--- src/rtl/avalon_st_pkt_arbiter_if.sv ---
// ---------------------------------------------------------------------------
// avalon_st_pkt_arbiter_if
// Bundle of the N Avalon-ST source streams and the single merged sink stream
// handled by avalon_st_pkt_arbiter.
//   master : traffic side (drives source beats and sink ready)
//   slave  : the arbiter (drives source ready and the merged sink stream)
// Signals:
//   in_data/in_valid/in_startofpacket/in_endofpacket/in_empty : N source streams
//   in_ready                                                 : per-source ready
//   out_data/out_valid/out_startofpacket/out_endofpacket/out_empty : merged sink
//   out_ready   : sink ready
//   out_channel : index of the granted source
//   sop_err     : one-cycle pulse after a stray non-SOP beat was discarded
// ---------------------------------------------------------------------------
interface avalon_st_pkt_arbiter_if #(
  parameter int N       = 4,
  parameter int DATA_W  = 256,
  parameter int EMPTY_W = 5,
  parameter int CH_W    = 2
);
  logic [N*DATA_W-1:0]  in_data;
  logic [N-1:0]         in_valid;
  logic [N-1:0]         in_ready;
  logic [N-1:0]         in_startofpacket;
  logic [N-1:0]         in_endofpacket;
  logic [N*EMPTY_W-1:0] in_empty;
  logic [DATA_W-1:0]    out_data;
  logic                 out_valid;
  logic                 out_ready;
  logic                 out_startofpacket;
  logic                 out_endofpacket;
  logic [EMPTY_W-1:0]   out_empty;
  logic [CH_W-1:0]      out_channel;
  logic                 sop_err;

  modport master (
    output in_data, in_valid, in_startofpacket, in_endofpacket, in_empty, out_ready,
    input  in_ready, out_data, out_valid, out_startofpacket, out_endofpacket,
           out_empty, out_channel, sop_err
  );

  modport slave (
    input  in_data, in_valid, in_startofpacket, in_endofpacket, in_empty, out_ready,
    output in_ready, out_data, out_valid, out_startofpacket, out_endofpacket,
           out_empty, out_channel, sop_err
  );
endinterface

--- src/rtl/avalon_st_pkt_arbiter.sv ---
// ---------------------------------------------------------------------------
// avalon_st_pkt_arbiter
// Packet-atomic round-robin arbiter merging N Avalon-ST sources onto one sink.
// A grant is taken on a start-of-packet beat and held until the end-of-packet
// beat transfers, so packets are never interleaved. Each packet costs one
// arbitration cycle (no beat moves while arbitrating).
// Ports:
//   clk   : clock, all logic on posedge
//   reset : synchronous, active-high
//   bus   : avalon_st_pkt_arbiter_if.slave (sources, merged sink, channel,
//           sop_err)
// ---------------------------------------------------------------------------
module avalon_st_pkt_arbiter #(
  parameter int N       = 4,
  parameter int DATA_W  = 256,
  parameter int EMPTY_W = 5,
  parameter int CH_W    = 2
) (
  input  logic                    clk,
  input  logic                    reset,
  avalon_st_pkt_arbiter_if.slave  bus
);

  typedef enum logic [0:0] {
    ARB  = 1'b0,
    LOCK = 1'b1
  } state_t;

  state_t            state_q, state_d;
  logic [CH_W-1:0]   g_q, g_d;
  logic [CH_W-1:0]   ptr_q, ptr_d;
  logic              sop_err_q, sop_err_d;

  logic [N-1:0]      req_s;
  logic [N-1:0]      stray_s;
  logic [2*N-1:0]    req_dbl_s;
  logic [N-1:0]      rot_s;
  logic              found_s;
  logic [CH_W-1:0]   win_s;

  logic [N-1:0]      sel_s;
  logic [DATA_W-1:0] g_data_s;
  logic              g_valid_s;
  logic              g_sop_s;
  logic              g_eop_s;
  logic [EMPTY_W-1:0] g_empty_s;
  logic              xfer_s;

  // Classify source beats and rotate the request vector so ptr sits at bit 0.
  always_comb begin
    req_s     = bus.in_valid & bus.in_startofpacket;
    stray_s   = bus.in_valid & ~bus.in_startofpacket;
    req_dbl_s = {req_s, req_s} >> ptr_q;
    rot_s     = req_dbl_s[N-1:0];
  end

  // Round-robin winner: lowest set bit of the rotated vector, mapped back to a
  // stream index modulo N.
  always_comb begin
    int off;
    int win;
    off = 0;
    for (int k = N - 1; k >= 0; k--) begin
      off = rot_s[k] ? k : off;
    end
    win     = int'(ptr_q) + off;
    win     = (win >= N) ? (win - N) : win;
    found_s = |rot_s;
    win_s   = win[CH_W-1:0];
  end

  // Select the granted stream with an AND-OR mux on a decoded grant.
  always_comb begin
    sel_s     = '0;
    g_data_s  = '0;
    g_valid_s = 1'b0;
    g_sop_s   = 1'b0;
    g_eop_s   = 1'b0;
    g_empty_s = '0;
    for (int i = 0; i < N; i++) begin
      sel_s[i]  = (g_q == CH_W'(i));
      g_data_s  = g_data_s  | (bus.in_data[i*DATA_W +: DATA_W] & {DATA_W{sel_s[i]}});
      g_empty_s = g_empty_s | (bus.in_empty[i*EMPTY_W +: EMPTY_W] & {EMPTY_W{sel_s[i]}});
      g_valid_s = g_valid_s | (bus.in_valid[i] & sel_s[i]);
      g_sop_s   = g_sop_s   | (bus.in_startofpacket[i] & sel_s[i]);
      g_eop_s   = g_eop_s   | (bus.in_endofpacket[i] & sel_s[i]);
    end
  end

  assign xfer_s = (state_q == LOCK) && g_valid_s && bus.out_ready;

  // State, grant, pointer and error-pulse registers.
  always_ff @(posedge clk) begin
    if (reset) begin
      state_q   <= ARB;
      g_q       <= '0;
      ptr_q     <= '0;
      sop_err_q <= 1'b0;
    end else begin
      state_q   <= state_d;
      g_q       <= g_d;
      ptr_q     <= ptr_d;
      sop_err_q <= sop_err_d;
    end
  end

  // Next-state logic: grant on a winner, release after the EOP transfer.
  always_comb begin
    state_d   = state_q;
    g_d       = g_q;
    ptr_d     = ptr_q;
    sop_err_d = 1'b0;
    case (state_q)
      ARB: begin
        // Any number of simultaneous strays collapses into one pulse.
        sop_err_d = |stray_s;
        if (found_s) begin
          state_d = LOCK;
          g_d     = win_s;
        end else begin
          state_d = ARB;
        end
      end
      LOCK: begin
        if (xfer_s && g_eop_s) begin
          state_d = ARB;
          ptr_d   = ((int'(g_q) + 1) >= N) ? '0 : (g_q + CH_W'(1));
        end else begin
          state_d = LOCK;
        end
      end
      default: begin
        state_d = ARB;
      end
    endcase
  end

  // Outputs: drain strays while arbitrating, pass the granted stream through
  // while locked.
  always_comb begin
    bus.in_ready          = '0;
    bus.out_data          = '0;
    bus.out_valid         = 1'b0;
    bus.out_startofpacket = 1'b0;
    bus.out_endofpacket   = 1'b0;
    bus.out_empty         = '0;
    bus.out_channel       = '0;
    case (state_q)
      ARB: begin
        bus.in_ready = stray_s;
      end
      LOCK: begin
        bus.in_ready          = sel_s & {N{bus.out_ready}};
        bus.out_data          = g_data_s;
        bus.out_valid         = g_valid_s;
        bus.out_startofpacket = g_sop_s;
        bus.out_endofpacket   = g_eop_s;
        bus.out_empty         = g_empty_s;
        bus.out_channel       = g_q;
      end
      default: begin
        bus.in_ready = '0;
      end
    endcase
  end

  assign bus.sop_err = sop_err_q;

endmodule

--- src/flat_wrapper.sv ---
// flat-port wrapper written by rule: the top's interface ports become plain ports
module avalon_st_pkt_arbiter_flat 
#(
  parameter int N       = 4,
  parameter int DATA_W  = 256,
  parameter int EMPTY_W = 5,
  parameter int CH_W    = 2
)
  (clk, reset, bus_in_data, bus_in_valid, bus_in_startofpacket, bus_in_endofpacket, bus_in_empty, bus_out_ready, bus_in_ready, bus_out_data, bus_out_valid, bus_out_startofpacket, bus_out_endofpacket, bus_out_empty, bus_out_channel, bus_sop_err);
  avalon_st_pkt_arbiter_if #(.N(N), .DATA_W(DATA_W), .EMPTY_W(EMPTY_W), .CH_W(CH_W)) bus_i ();
  input  logic clk;
  input  logic reset;
  input wire logic [$bits(bus_i.in_data)-1:0] bus_in_data;
  input wire logic [$bits(bus_i.in_valid)-1:0] bus_in_valid;
  input wire logic [$bits(bus_i.in_startofpacket)-1:0] bus_in_startofpacket;
  input wire logic [$bits(bus_i.in_endofpacket)-1:0] bus_in_endofpacket;
  input wire logic [$bits(bus_i.in_empty)-1:0] bus_in_empty;
  input wire logic [$bits(bus_i.out_ready)-1:0] bus_out_ready;
  output wire logic [$bits(bus_i.in_ready)-1:0] bus_in_ready;
  output wire logic [$bits(bus_i.out_data)-1:0] bus_out_data;
  output wire logic [$bits(bus_i.out_valid)-1:0] bus_out_valid;
  output wire logic [$bits(bus_i.out_startofpacket)-1:0] bus_out_startofpacket;
  output wire logic [$bits(bus_i.out_endofpacket)-1:0] bus_out_endofpacket;
  output wire logic [$bits(bus_i.out_empty)-1:0] bus_out_empty;
  output wire logic [$bits(bus_i.out_channel)-1:0] bus_out_channel;
  output wire logic [$bits(bus_i.sop_err)-1:0] bus_sop_err;
  assign bus_i.in_data = bus_in_data;
  assign bus_i.in_valid = bus_in_valid;
  assign bus_i.in_startofpacket = bus_in_startofpacket;
  assign bus_i.in_endofpacket = bus_in_endofpacket;
  assign bus_i.in_empty = bus_in_empty;
  assign bus_i.out_ready = bus_out_ready;
  assign bus_in_ready = bus_i.in_ready;
  assign bus_out_data = bus_i.out_data;
  assign bus_out_valid = bus_i.out_valid;
  assign bus_out_startofpacket = bus_i.out_startofpacket;
  assign bus_out_endofpacket = bus_i.out_endofpacket;
  assign bus_out_empty = bus_i.out_empty;
  assign bus_out_channel = bus_i.out_channel;
  assign bus_sop_err = bus_i.sop_err;
  avalon_st_pkt_arbiter #(.N(N), .DATA_W(DATA_W), .EMPTY_W(EMPTY_W), .CH_W(CH_W)) u_core (.clk(clk), .reset(reset), .bus(bus_i));
endmodule
--- config.mk ---
export PLATFORM = sky130hd
export DESIGN_NAME = avalon_st_pkt_arbiter_flat
export DESIGN_NICKNAME = d
export VERILOG_FILES = /design/src/rtl/avalon_st_pkt_arbiter_if.sv /design/src/rtl/avalon_st_pkt_arbiter.sv /design/src/flat_wrapper.sv
export SDC_FILE = /design/constraint.sdc
export NUM_CORES = 1
export LEC_CHECK = 0
export BUFFER_PORTS_ARGS = -buffer_cell sky130_fd_sc_hd__buf_2
export CORE_AREA = 2 2 511 513
export CTS_CLUSTER_DIAMETER = 30
export DETAILED_ROUTE_END_ITERATION = 7
export DIE_AREA = 0 0 513 515
export GPL_TIMING_DRIVEN = 0
export SKIP_LAST_GASP = 1
export SLEW_MARGIN = 40
export SYNTH_ARGS = -nofsm -noshare
export SYNTH_HDL_FRONTEND = slang
export SYNTH_SLANG_ARGS = --single-unit
--- constraint.sdc ---
create_clock -name clk -period 1.9 [get_ports clk]
set_input_delay 0.095 -clock clk [delete_from_list [all_inputs] [get_ports clk]]
set_output_delay 0.095 -clock clk [all_outputs]
set_load 0.005 [all_outputs]
Yosys cells after proc, flatten, opt, wreduce, memory -nomap -nowiden --
Cells that the tools add are included.
Word-level totals: register bits 6, bits in latches 0, RAM bits 0, bits in read-only memories 0, input bits 1059, output and inout port bits 271, logic and storage cells 79, memories 0
Operators by class: add/subtract/negate cells 4, multiply operators 0, div/mod/pow operators 0, $lt $le $gt $ge 2, eq/ne operators 3, shifts and indexed selects 1, multiplexer cells 16, bitwise gates (word level) 40, reductions and logical operators 9
Operator list (count):
- AND 256 bit | 4
- bitwise OR 256 bit | 3
- two-way mux 256 bit | 1
- two-way mux 32 bit | 3
- greater-or-equal comparator 32 x 4 -> 1 bit (second input constant) | 2
- adder 3 x 32 -> 32 bit | 1
- AND 5 bit | 4
- bitwise OR 5 bit | 3
- AND 1 bit | 12
- AND 4 bit | 3
- bitwise OR 1 bit | 9
- two-way mux 2 bit | 4
- one-hot mux 4 bit (2 select lines) | 1
- OR reduction 4 bit | 2
- >> shifter 8 x 2 -> 4 bit | 1
- two-way mux 1 bit | 5
- two-way mux 5 bit | 1
- equality test 2 bit (second input constant) | 2
- NOT 4 bit | 1
- AND reduction 2 bit | 2
- adder 2 x 1 -> 3 bit (second input constant) | 1
- logical AND 1 bit | 3
- adder 2 x 1 -> 2 bit (second input constant) | 1
- equality test 2 x 1 -> 1 bit (second input constant) | 1
- 5 further kinds | 5

Depth between registers and ports, before layout --
Gate-level depths: netlist of run 1.
word-level depth 10, gate-level depth with buffers 8

Least setup slack after synthesis of run 1 --
Ideal clock, no wire load.
kind register to output, start point reg u_core.g_q[1], end point out bus_out_data[142], arrival time 1442 ps, data required time 1805 ps, slack 363 ps, stages on the path, launching flop included 7, path buffers 2, cell sequence dfxtp_1 inv_1 ha_1 clkbuf_1 buf_1 a22oi_1 a21oi_1
Between the ends: cells in the longest elaborated chain, start to end 6, elaborated cells between the ends (all ways) 12, classes of those cells 3 x eq/ne; 1 x mux; 7 x bitwise; 1 x reduce/logical
RTL lines:
- start, declared | RTL line avalon_st_pkt_arbiter.sv:30 | logic [CH_W-1:0] g_q, g_d;
- start signal, assigned | RTL line avalon_st_pkt_arbiter.sv:101 | g_q <= g_d;
- equality test 2 x 1 -> 1 bit or zero test 2 bit (tied branches) | RTL line avalon_st_pkt_arbiter.sv:81 | sel_s[i] = (g_q == CH_W'(i));
- AND 256 bit | RTL line avalon_st_pkt_arbiter.sv:82 | g_data_s = g_data_s | (bus.in_data[i*DATA_W +: DATA_W] & {DATA_W{sel_s[i]}});
- bitwise OR 256 bit (2 in a row) | RTL line avalon_st_pkt_arbiter.sv:82
- bitwise OR 256 bit (*) | RTL line avalon_st_pkt_arbiter.sv:82
- two-way mux 256 bit (*) | RTL line avalon_st_pkt_arbiter.sv:148 | case (state_q)
- end, declared | RTL line flat_wrapper.sv:20 | output wire logic [$bits(bus_i.out_data)-1:0] bus_out_data;
Every way passes the cells marked *; elsewhere a longest branch is shown, timed or not.

Worst setup path in the final report of run 1 --
start point reg u_core.g_q[0], end point out bus_out_data[91]
The elaborated chain is that of the path after synthesis.

==> results of run 1 <==
## through the flow
stage / cell area, sq um / instances / TNS [ns] / utilization, %
floorplan: 6420 / 1008 / 0 / -
global placement: 17300 / 5739 / -378.04 / 6.70
detailed placement: 18300 / 5814 / -292.15 / 7.08
CTS: 20200 / 5852 / -117.11 / 7.81
global route: 23700 / 6020 / -101.57 / 9.15
finish: 23800 / 6063 / -84.49 / 9.19
## worst register-to-register path, cell delays in order, from the launching register on
cell,delay (ns)
dfxtp_4,0.39
inv_6,0.06
ha_4,0.21
buf_12,0.16
a22oi_1,0.50
a21oi_1,0.28
o2111ai_1,0.19
a21oi_1,0.08
## cell type report
class	instances	share of cell area [%]
Timing Repair Buffer	1516	40.3
Multi-Input combinational cell	850	31.2
Tap cell	3402	17.9
Buffer	146	8.17
Antenna cell	135	1.42
Sequential cell	6	0.537
Clock buffer	3	0.316
Inverter	5	0.132
## final timing paths
path | end | slack (ns) | cells past startpoint
setup / recovery | bus_out_data[91] | -0.57 | 8
hold / removal | u_core.ptr_q[1] | 0.10 | 2
setup reg to reg | u_core.ptr_q[1] | -0.09 | 7
hold reg to reg | u_core.ptr_q[0] | 0.60 | 2
## synth_stat cells
master / count / area [sq um]
a22o_1: 4 / 35.0
nand2_1: 4 / 15.0
a31oi_1: 3 / 18.8
o21ai_0: 7 / 35.0
and2_1: 1 / 6.26
nand3b_1: 1 / 7.51
a21oi_1: 266 / 1330
and3_1: 1 / 6.26
nor2_1: 3 / 11.3
inv_1: 4 / 15.0
ha_1: 5 / 62.6
buf_2: 39 / 195
buf_1: 12 / 45.0
o311ai_1: 1 / 8.76
nand2b_1: 4 / 25.0
mux2i_1: 1 / 10.0
nand4_1: 3 / 18.8
inv_2: 1 / 3.75
a22oi_1: 526 / 3950
o311a_1: 2 / 20.0
nor3b_1: 1 / 7.51
o2111ai_1: 2 / 17.5
o21ai_1: 1 / 5.00
or2_2: 1 / 6.26
nand3_1: 7 / 35.0
a21bo_1: 1 / 10.0
or4_1: 1 / 7.51
a31o_1: 1 / 8.76
clkbuf_1: 96 / 360
nand4b_1: 2 / 17.5
o21ai_2: 1 / 8.76
dfxtp_1: 6 / 120
## power by group through the flow
stage,Combinational (W),Sequential (W),Clock [W]
floorplan,0.00226,0.000147,0
global placement,0.00808,0.000149,0
detailed placement,0.00850,0.000149,0
CTS,0.00960,0.000154,0.000344
global route,0.0115,0.000159,0.000355
finish,0.0109,0.000157,0.000342
## layer usage
layer | up-vias | GRT usage (%) | share of wire [%]
li1 | 7499 | - | -
met3 | 708 | 9.32 | 13
met2 | 1980 | 26.6 | 43
met1 | 8641 | 19.9 | 39
met4 | 142 | 6.55 | 5.0
met5 | - | 0.840 | 0.51
## logic make-up (layout without fill, tap and decap cells)
logic type	after synthesis	count (layout)	synth area share, %
buffers and inverters	152	1670	9.64
AND/OR/NAND/NOR	29	29	2.55
multiplexers	1	1	0.156
AO/OA/AOI/OAI	815	815	84.8
flip-flops	6	6	1.87
other	0	135	0
adder cells (fa/ha/maj)	5	5	0.974
## what timing repair did
action                     CTS  global route
pin swaps                   69           190
setup buffers               30            61
setup endpoints to repair  273           272
cloned                       5            19
gates resized for setup    390           806
## sequential cells by signal (all words and copies together) (netlist names)
| name | count |
|---|---|
| u_core.ptr_q | 2 |
| u_core.bus.sop_err | 1 |
| u_core.g_q | 2 |
| u_core.state_q | 1 |
==> flow_metrics.py, run 1 <==
metrics = {
    "run_status": {
        "outcome": "complete, but fails checks",
        "violations": "negative setup slack",
    },
    "sta": {
        "period_share_pct": 130,
        "worst_pin_slew_ns": 0.806,
        "timing.hold.ws_ns": 0.102,
        "layout_min_cycle_time_ns": 2.47,
        "rsz0062_at_grt": "yes",
        "finalClockSkew_ns": 0.000394,
        "setup_violations": 270,
        "slew_headroom_pct": 46.2,
        "max_freq_ghz": 0.404,
        "slew_violations": 0,
        "setup_ws_ns": -0.575,
        "final-hold-violation-count": 0,
    },
    "placed_design": {
        "hpwl_mm": 225,
        "io_buffers": 1329,
        "place_congestion": 1.15,
        "place_ws_ns": -1.86,
    },
    "synthesis": {
        "synth_cell_types": 32,
        "synth_nets": 2072,
        "ys_ff_latch": 6,
        "synth_warnings": 0,
        "seq_area_frac_synth_pct": 1.87,
        "synth_area_sq_um": 6420,
        "syn_inst": 1008,
        "avgSynthCellArea_sq_um": 6.37,
    },
    "final_layout": {
        "finalNetCount": 3592,
        "drive_gt1_share_pct": 80.0,
        "final-seq-area_sq_um": 128,
        "layout_common_cells": "1,218 x buf_2, 280 x a22oi_1, 246 x a22oi_2",
        "mostFrequentLayoutCell": "buf_2",
        "multi_input_area_sq_um": 7430,
        "area_growth_pct": 270,
        "fillers": 30156,
    },
    "route": {
        "num_vias": 18970,
        "drc": 0,
        "dr.pass1.iters": 7,
        "routed_via_density": 3.13,
        "routed_wl_mm": 245,
        "antenna_left": 0,
        "drt_iter0_markers": 1558,
        "wl_per_cell_um": 40.5,
    },
    "floorplan": {
        "initial_core_util_pct": 2.48,
        "die_area_sq_um": 264000,
        "core_sq_um": 259000,
        "rows": 187,
        "ios": 1330,
        "die_w_um": 513,
        "fp.dieH_um": 515,
    },
    "worst_setup_path": {
        "crit_buf_inv": 5,
        "max_stage_delay_ns": 0.61,
        "crit_chain": "inv_6 > ha_4 > buf_4 > buf_12 > clkbuf_16 > a22oi_1 > a21oi_1 > buf_2",
        "startpoint": "u_core.g_q[0]",
        "startpoint_type": "flop",
        "path_class": "flop to output port",
        "reg2reg_from": "u_core.g_q[1]",
        "arrival_ns": 2.38,
        "cp_max_fo": 9,
        "slowest_stage": "a22oi_1",
        "worstPathRequired_ns": 1.80,
        "cp_top_family": "buffers and inverters",
        "critPathCaptureType": "output port",
    },
    "power_and_ir_drop": {
        "ir_drop_mv": 0.231,
        "p_comb_share_pct": 95.6,
        "power.internal_w": 0.00477,
        "clkPwrFrac_pct": 3.0,
        "totalPowerFinal_w": 0.0114,
        "seq_power_share_pct": 1.4,
        "p_switching_w": 0.00666,
        "swShare_pct": 58.3,
        "p_leak_nw": 9.60,
        "p_per_area_nw_per_um2": 481,
    },
    "clock_tree": {
        "cts-root-buf": "clkbuf_16",
        "h-tree-depth": 1,
        "cts_tree": "yes",
        "clockBufferDepth": 2,
        "clk-insertion-delay-late_ns": 0.23,
        "holdBufCountCts": 0,
        "cts_inserted_buffers": 3,
        "clock_sinks": 6,
        "clk_pin_slew_ns": 0.03,
    },
    "grt": {
        "antenna_found_initial": 317,
        "track_usage_pct": 17.3,
        "grt_max_degree": 11,
        "grt_pass1_wl_mm": 272,
        "overflow": 0,
        "grt_pass1_vias": 16453,
    },
    "min_path": {
        "hp-start": "reset",
        "hp-class": "input port to flop",
    },
    "job": {
        "maxCapViolations": 0,
    },
}
Power figures use the tool's default switching activity.
==> run 2: changes to the inputs <==
- GPL_TIMING_DRIVEN: 0 -> default
==> flow_metrics.py, run 2 (same netlist as run 1, synthesis figures left out) <==
metrics = {
    "sta": {
        "period_share_pct": 129,
        "slew_violations": 0,
        "finalClockSkew_ns": 0.00378,
        "worst_pin_slew_ns": 0.923,
        "timing.hold.ws_ns": 0.123,
        "setup_ws_ns": -0.542,
        "layout_min_cycle_time_ns": 2.44,
        "max_freq_ghz": 0.410,
        "rsz0062_at_grt": "yes",
        "tns_ns": -60.75,
        "final-hold-violation-count": 0,
        "slew_headroom_pct": 38.4,
        "setup_violations": 259,
    },
    "route": {
        "drt_iter0_markers": 1269,
        "routed_wl_mm": 238,
        "antenna_left": 0,
        "num_vias": 18467,
        "dr.pass1.iters": 6,
        "drc": 0,
        "routed_via_density": 3.07,
        "wl_per_cell_um": 39.5,
    },
    "run_status": {
        "outcome": "complete, but fails checks",
        "violations": "negative setup slack",
    },
    "worst_setup_path": {
        "arrival_ns": 2.35,
        "path_class": "flop to output port",
        "cp_top_family": "compound AO/OA/AOI/OAI gates",
        "slowest_stage": "a22oi_2",
        "crit_buf_inv": 4,
        "r2r_slack_ns": -0.20,
        "cp_max_fo": 8,
        "crit_chain": "buf_6 > ha_4 > buf_12 > buf_4 > a22oi_2 > a21oi_2 > buf_2",
        "critPathCaptureType": "output port",
        "worstPathRequired_ns": 1.80,
        "startpoint_type": "flop",
        "max_stage_delay_ns": 0.75,
    },
    "placed_design": {
        "hpwl_mm": 217,
        "place_congestion": 1.16,
        "io_buffers": 1329,
        "dp_cells": 5795,
        "placed_area_sq_um": 20100,
        "place_ws_ns": -0.525,
    },
    "clock_tree": {
        "cts_tree": "yes",
        "cts-root-buf": "clkbuf_16",
        "holdBufCountCts": 0,
        "clockBufferDepth": 2,
        "clk-insertion-delay-late_ns": 0.23,
        "cts_inserted_buffers": 3,
        "clock_sinks": 6,
        "clk_pin_slew_ns": 0.04,
        "h-tree-depth": 1,
    },
    "final_layout": {
        "finalNetCount": 3559,
        "area_growth_pct": 276,
        "multi_input_area_sq_um": 7720,
        "fillers": 30194,
        "mostFrequentLayoutCell": "buf_2",
        "final-seq-area_sq_um": 123,
        "reg_top3": "u_core.g_q x2, u_core.ptr_q x2",
        "design_area_sq_um": 24200,
        "layout_common_cells": "1,213 x buf_2, 265 x a22oi_2, 261 x a22oi_1",
        "final_cells": 6013,
        "drive_gt1_share_pct": 81.8,
    },
    "min_path": {
        "hp-class": "input port to flop",
    },
    "grt": {
        "antenna_found_initial": 371,
        "grt_pass1_vias": 15919,
        "track_usage_pct": 16.8,
        "grt_max_degree": 45,
        "grt_pass1_wl_mm": 264,
        "overflow": 0,
    },
    "floorplan": {
        "die_w_um": 513,
        "ios": 1330,
        "fp.dieH_um": 515,
        "die_area_sq_um": 264000,
        "rows": 187,
        "core_sq_um": 259000,
        "initial_core_util_pct": 2.48,
    },
    "power_and_ir_drop": {
        "p_leak_nw": 9.58,
        "ir_drop_mv": 0.236,
        "p_per_area_nw_per_um2": 458,
    },
    "job": {
        "maxCapViolations": 0,
    },
}
[run 2: changes by cell type in the layout (fill, tap and decap cells not counted), sizes merged]
cell	change
buf	+19
clkbuf	-54
bufbuf	+2
diode	-17
[run 2: report_power, final]
group          leakage [nW]  total, W  switching (W)  internal [W]
Combinational          9.50    0.0106        0.00609       0.00448
Sequential           0.0501  0.000151      0.0000123      0.000139
Clock                0.0377  0.000348      0.0000771      0.000271
Total                  9.58    0.0111        0.00618       0.00489
[run 2: area by class of cell]
| class | count | area share (%) |
|---|---|---|
| Tap cell | 3402 | 17.6 |
| Antenna cell | 118 | 1.22 |
| Timing Repair Buffer | 1629 | 48.3 |
| Multi-Input combinational cell | 850 | 31.9 |
| Clock buffer | 3 | 0.310 |
| Inverter | 5 | 0.109 |
| Sequential cell | 6 | 0.507 |
[run 2: repair_timing]
action	CTS	global route
gates cloned	8	9
pin swaps	76	175
resized for setup	161	469
setup endpoints to repair	263	267
setup buffers	41	46
[run 2: layer usage]
metal / wire (um) / global-route usage [%] / vias up
met2: 97800 / 25.3 / 1876
met3: 28400 / 8.01 / 742
li1: - / - / 7413
met1: 94400 / 19.9 / 8298
met4: 16000 / 7.88 / 138
met5: 1040 / 0 / -
[run 2: metrics by stage]
| stage | power, W | utilization [%] |
|---|---|---|
| 6_report | 0.0111 | 9.35 |
| 5_1_grt | 0.0117 | 9.32 |
| 4_1_cts | 0.0103 | 8.33 |
| 3_5_place_dp | 0.00917 | 7.78 |
| 3_3_place_gp | 0.00888 | 7.55 |
| 2_1_floorplan | 0.00240 | - |
[run 2: worst register-to-register path: cells and delay by family, from the launching register on]
| kind | cells | cell delay, ns |
|---|---|---|
| buffers and inverters | 5 | 0.71 |
| AND/OR/NAND/NOR | 1 | 0.47 |
| adder cells (fa/ha/maj) | 1 | 0.18 |
| flip-flops | 1 | 0.32 |
| AO/OA/AOI/OAI | 3 | 0.36 |
[run 2: worst paths after layout]
check                           depth (start not counted)             from               end
worst min-delay path                                    2            reset   u_core.ptr_q[1]
worst max register to register                         10    u_core.g_q[0]   u_core.ptr_q[0]
worst max-delay path                                    7    u_core.g_q[1]  bus_out_data[39]
worst min register to register                          2  u_core.ptr_q[0]   u_core.ptr_q[0]
==> run 3: changes to the inputs <==
- clock period: 1.9 -> 2.54 ns (I/O delays scaled with it)
==> flow_metrics.py, run 3 (same netlist as run 1, synthesis figures left out) <==
metrics = {
    "sta": {
        "timing.hold.ws_ns": 0.135,
        "slew_violations": 0,
        "final-hold-violation-count": 0,
        "slew_headroom_pct": 38.6,
        "max_freq_ghz": 0.383,
        "setup_violations": 5,
        "worst_pin_slew_ns": 0.922,
        "period_share_pct": 103,
        "layout_min_cycle_time_ns": 2.61,
        "finalClockSkew_ns": 0.000261,
        "setup_ws_ns": -0.0728,
    },
    "grt": {
        "grt_pass1_wl_mm": 257,
        "track_usage_pct": 16.4,
        "grt_pass1_vias": 15139,
        "overflow": 0,
        "antenna_found_initial": 376,
        "grt_max_degree": 55,
    },
    "clock_tree": {
        "clk-insertion-delay-late_ns": 0.23,
        "holdBufCountCts": 0,
        "cts_tree": "yes",
        "cts-root-buf": "clkbuf_16",
        "h-tree-depth": 1,
        "clk_pin_slew_ns": 0.03,
        "clock_sinks": 6,
        "cts_inserted_buffers": 3,
        "clockBufferDepth": 2,
    },
    "worst_setup_path": {
        "critPathCaptureType": "output port",
        "arrival_ns": 2.49,
        "max_stage_delay_ns": 0.60,
        "path_common_cell": "buf_12",
        "slowest_stage": "a22oi_1",
        "cp_max_fo": 24,
        "path_class": "flop to output port",
        "r2r_slack_ns": 0.18,
        "crit_chain": "inv_2 > ha_4 > buf_12 > buf_12 > buf_12 > a22oi_1 > a21oi_1 > buf_12",
        "startpoint_type": "flop",
        "worstPathRequired_ns": 2.41,
    },
    "placed_design": {
        "placed_area_sq_um": 18900,
        "hpwl_mm": 213,
        "io_buffers": 1329,
        "place_congestion": 1.21,
    },
    "final_layout": {
        "multi_input_area_sq_um": 6100,
        "mostFrequentLayoutCell": "buf_2",
        "layout_common_cells": "1,286 x buf_2, 459 x a22oi_1, 259 x a21oi_1",
        "reg_top3": "u_core.g_q x2, u_core.ptr_q x2",
        "drive_gt1_share_pct": 66.6,
        "finalNetCount": 3394,
        "final-seq-area_sq_um": 125,
        "fillers": 30570,
        "design_area_sq_um": 19700,
        "area_growth_pct": 207,
    },
    "floorplan": {
        "fp.dieH_um": 515,
        "rows": 187,
        "core_sq_um": 259000,
        "die_w_um": 513,
        "initial_core_util_pct": 2.48,
        "die_area_sq_um": 264000,
        "ios": 1330,
    },
    "power_and_ir_drop": {
        "power.internal_w": 0.00259,
        "p_comb_share_pct": 94.3,
        "swShare_pct": 61.0,
        "p_leak_nw": 8.17,
        "clkPwrFrac_pct": 3.9,
        "p_per_area_nw_per_um2": 337,
        "p_switching_w": 0.00405,
        "seq_power_share_pct": 1.9,
        "ir_drop_mv": 0.133,
    },
    "route": {
        "dr.pass1.iters": 7,
        "antenna_left": 0,
        "routed_via_density": 3.01,
        "num_vias": 17606,
        "routed_wl_mm": 229,
        "wl_per_cell_um": 39.1,
        "drt_iter0_markers": 1568,
        "drc": 0,
    },
    "run_status": {
        "violations": "negative setup slack",
        "outcome": "complete, but fails checks",
    },
    "min_path": {
        "hp-class": "input port to flop",
    },
    "job": {
        "maxCapViolations": 0,
    },
}
## run 3: worst paths after layout
kind                  from          endpoint  cells past startpoint
max reg2reg  u_core.g_q[0]   u_core.ptr_q[0]                      8
min reg2reg  u_core.g_q[1]     u_core.g_q[1]                      2
max          u_core.g_q[0]  bus_out_data[84]                      8
min                  reset     u_core.g_q[0]                      2
## run 3: metal layers
metal,share of wire (%),up-vias,wire (um),GRT usage (%)
met1,40,7852,91200,19.4
met2,41,1835,94400,24.7
li1,-,7074,-,-
met4,5.2,154,12000,6.40
met5,0.55,-,1260,0.420
met3,13,691,29900,8.67
## run 3: power groups by stage
stage          logic [W]  clock network, W  registers [W]
6_report         0.00625          0.000256       0.000124
5_1_grt          0.00667          0.000265       0.000124
4_1_cts          0.00644          0.000262       0.000123
3_5_place_dp     0.00626                 0       0.000122
3_3_place_gp     0.00606                 0       0.000122
2_1_floorplan    0.00169                 0       0.000110
## run 3: final cells by class
cell class | instances | area share (%)
Inverter | 5 | 0.133
Clock buffer | 3 | 0.381
Tap cell | 3402 | 21.6
Antenna cell | 127 | 1.61
Sequential cell | 6 | 0.635
Multi-Input combinational cell | 850 | 31.0
Timing Repair Buffer | 1464 | 44.7
## run 3: through the flow
stage | TNS (ns) | worst slack (ns) | std cells | utilization [%] | total power [W]
final | -0.259 | -0.0728 | 5857 | 7.63 | 0.00663
after global routing | -0.00371 | -0.00371 | 5811 | 7.58 | 0.00706
after CTS | 0 | 0.0351 | 5728 | 7.49 | 0.00682
after detailed placement | -2.50 | -0.299 | 5712 | 7.30 | 0.00638
after global placement | -12.88 | -0.384 | 5652 | 7.08 | 0.00618
after floorplan | 0 | 0.971 | 1008 | - | 0.00180
## run 3: worst max-delay path, delay by kind of cell, from the launching register on
family                   cells  cell delay, ns
AO/OA/AOI/OAI                2            0.81
adder cells (fa/ha/maj)      1            0.21
buffers and inverters        5            0.79
flip-flops                   1            0.40
## run 3: timing repair
action / CTS / global route
buffers inserted: 12 / 0
gates resized for setup: 56 / 3
pin swaps: 7 / 2
endpoints found under the hold margin: 0 / 0
endpoints found under the setup margin: 201 / 4
gates cloned: 1 / 0
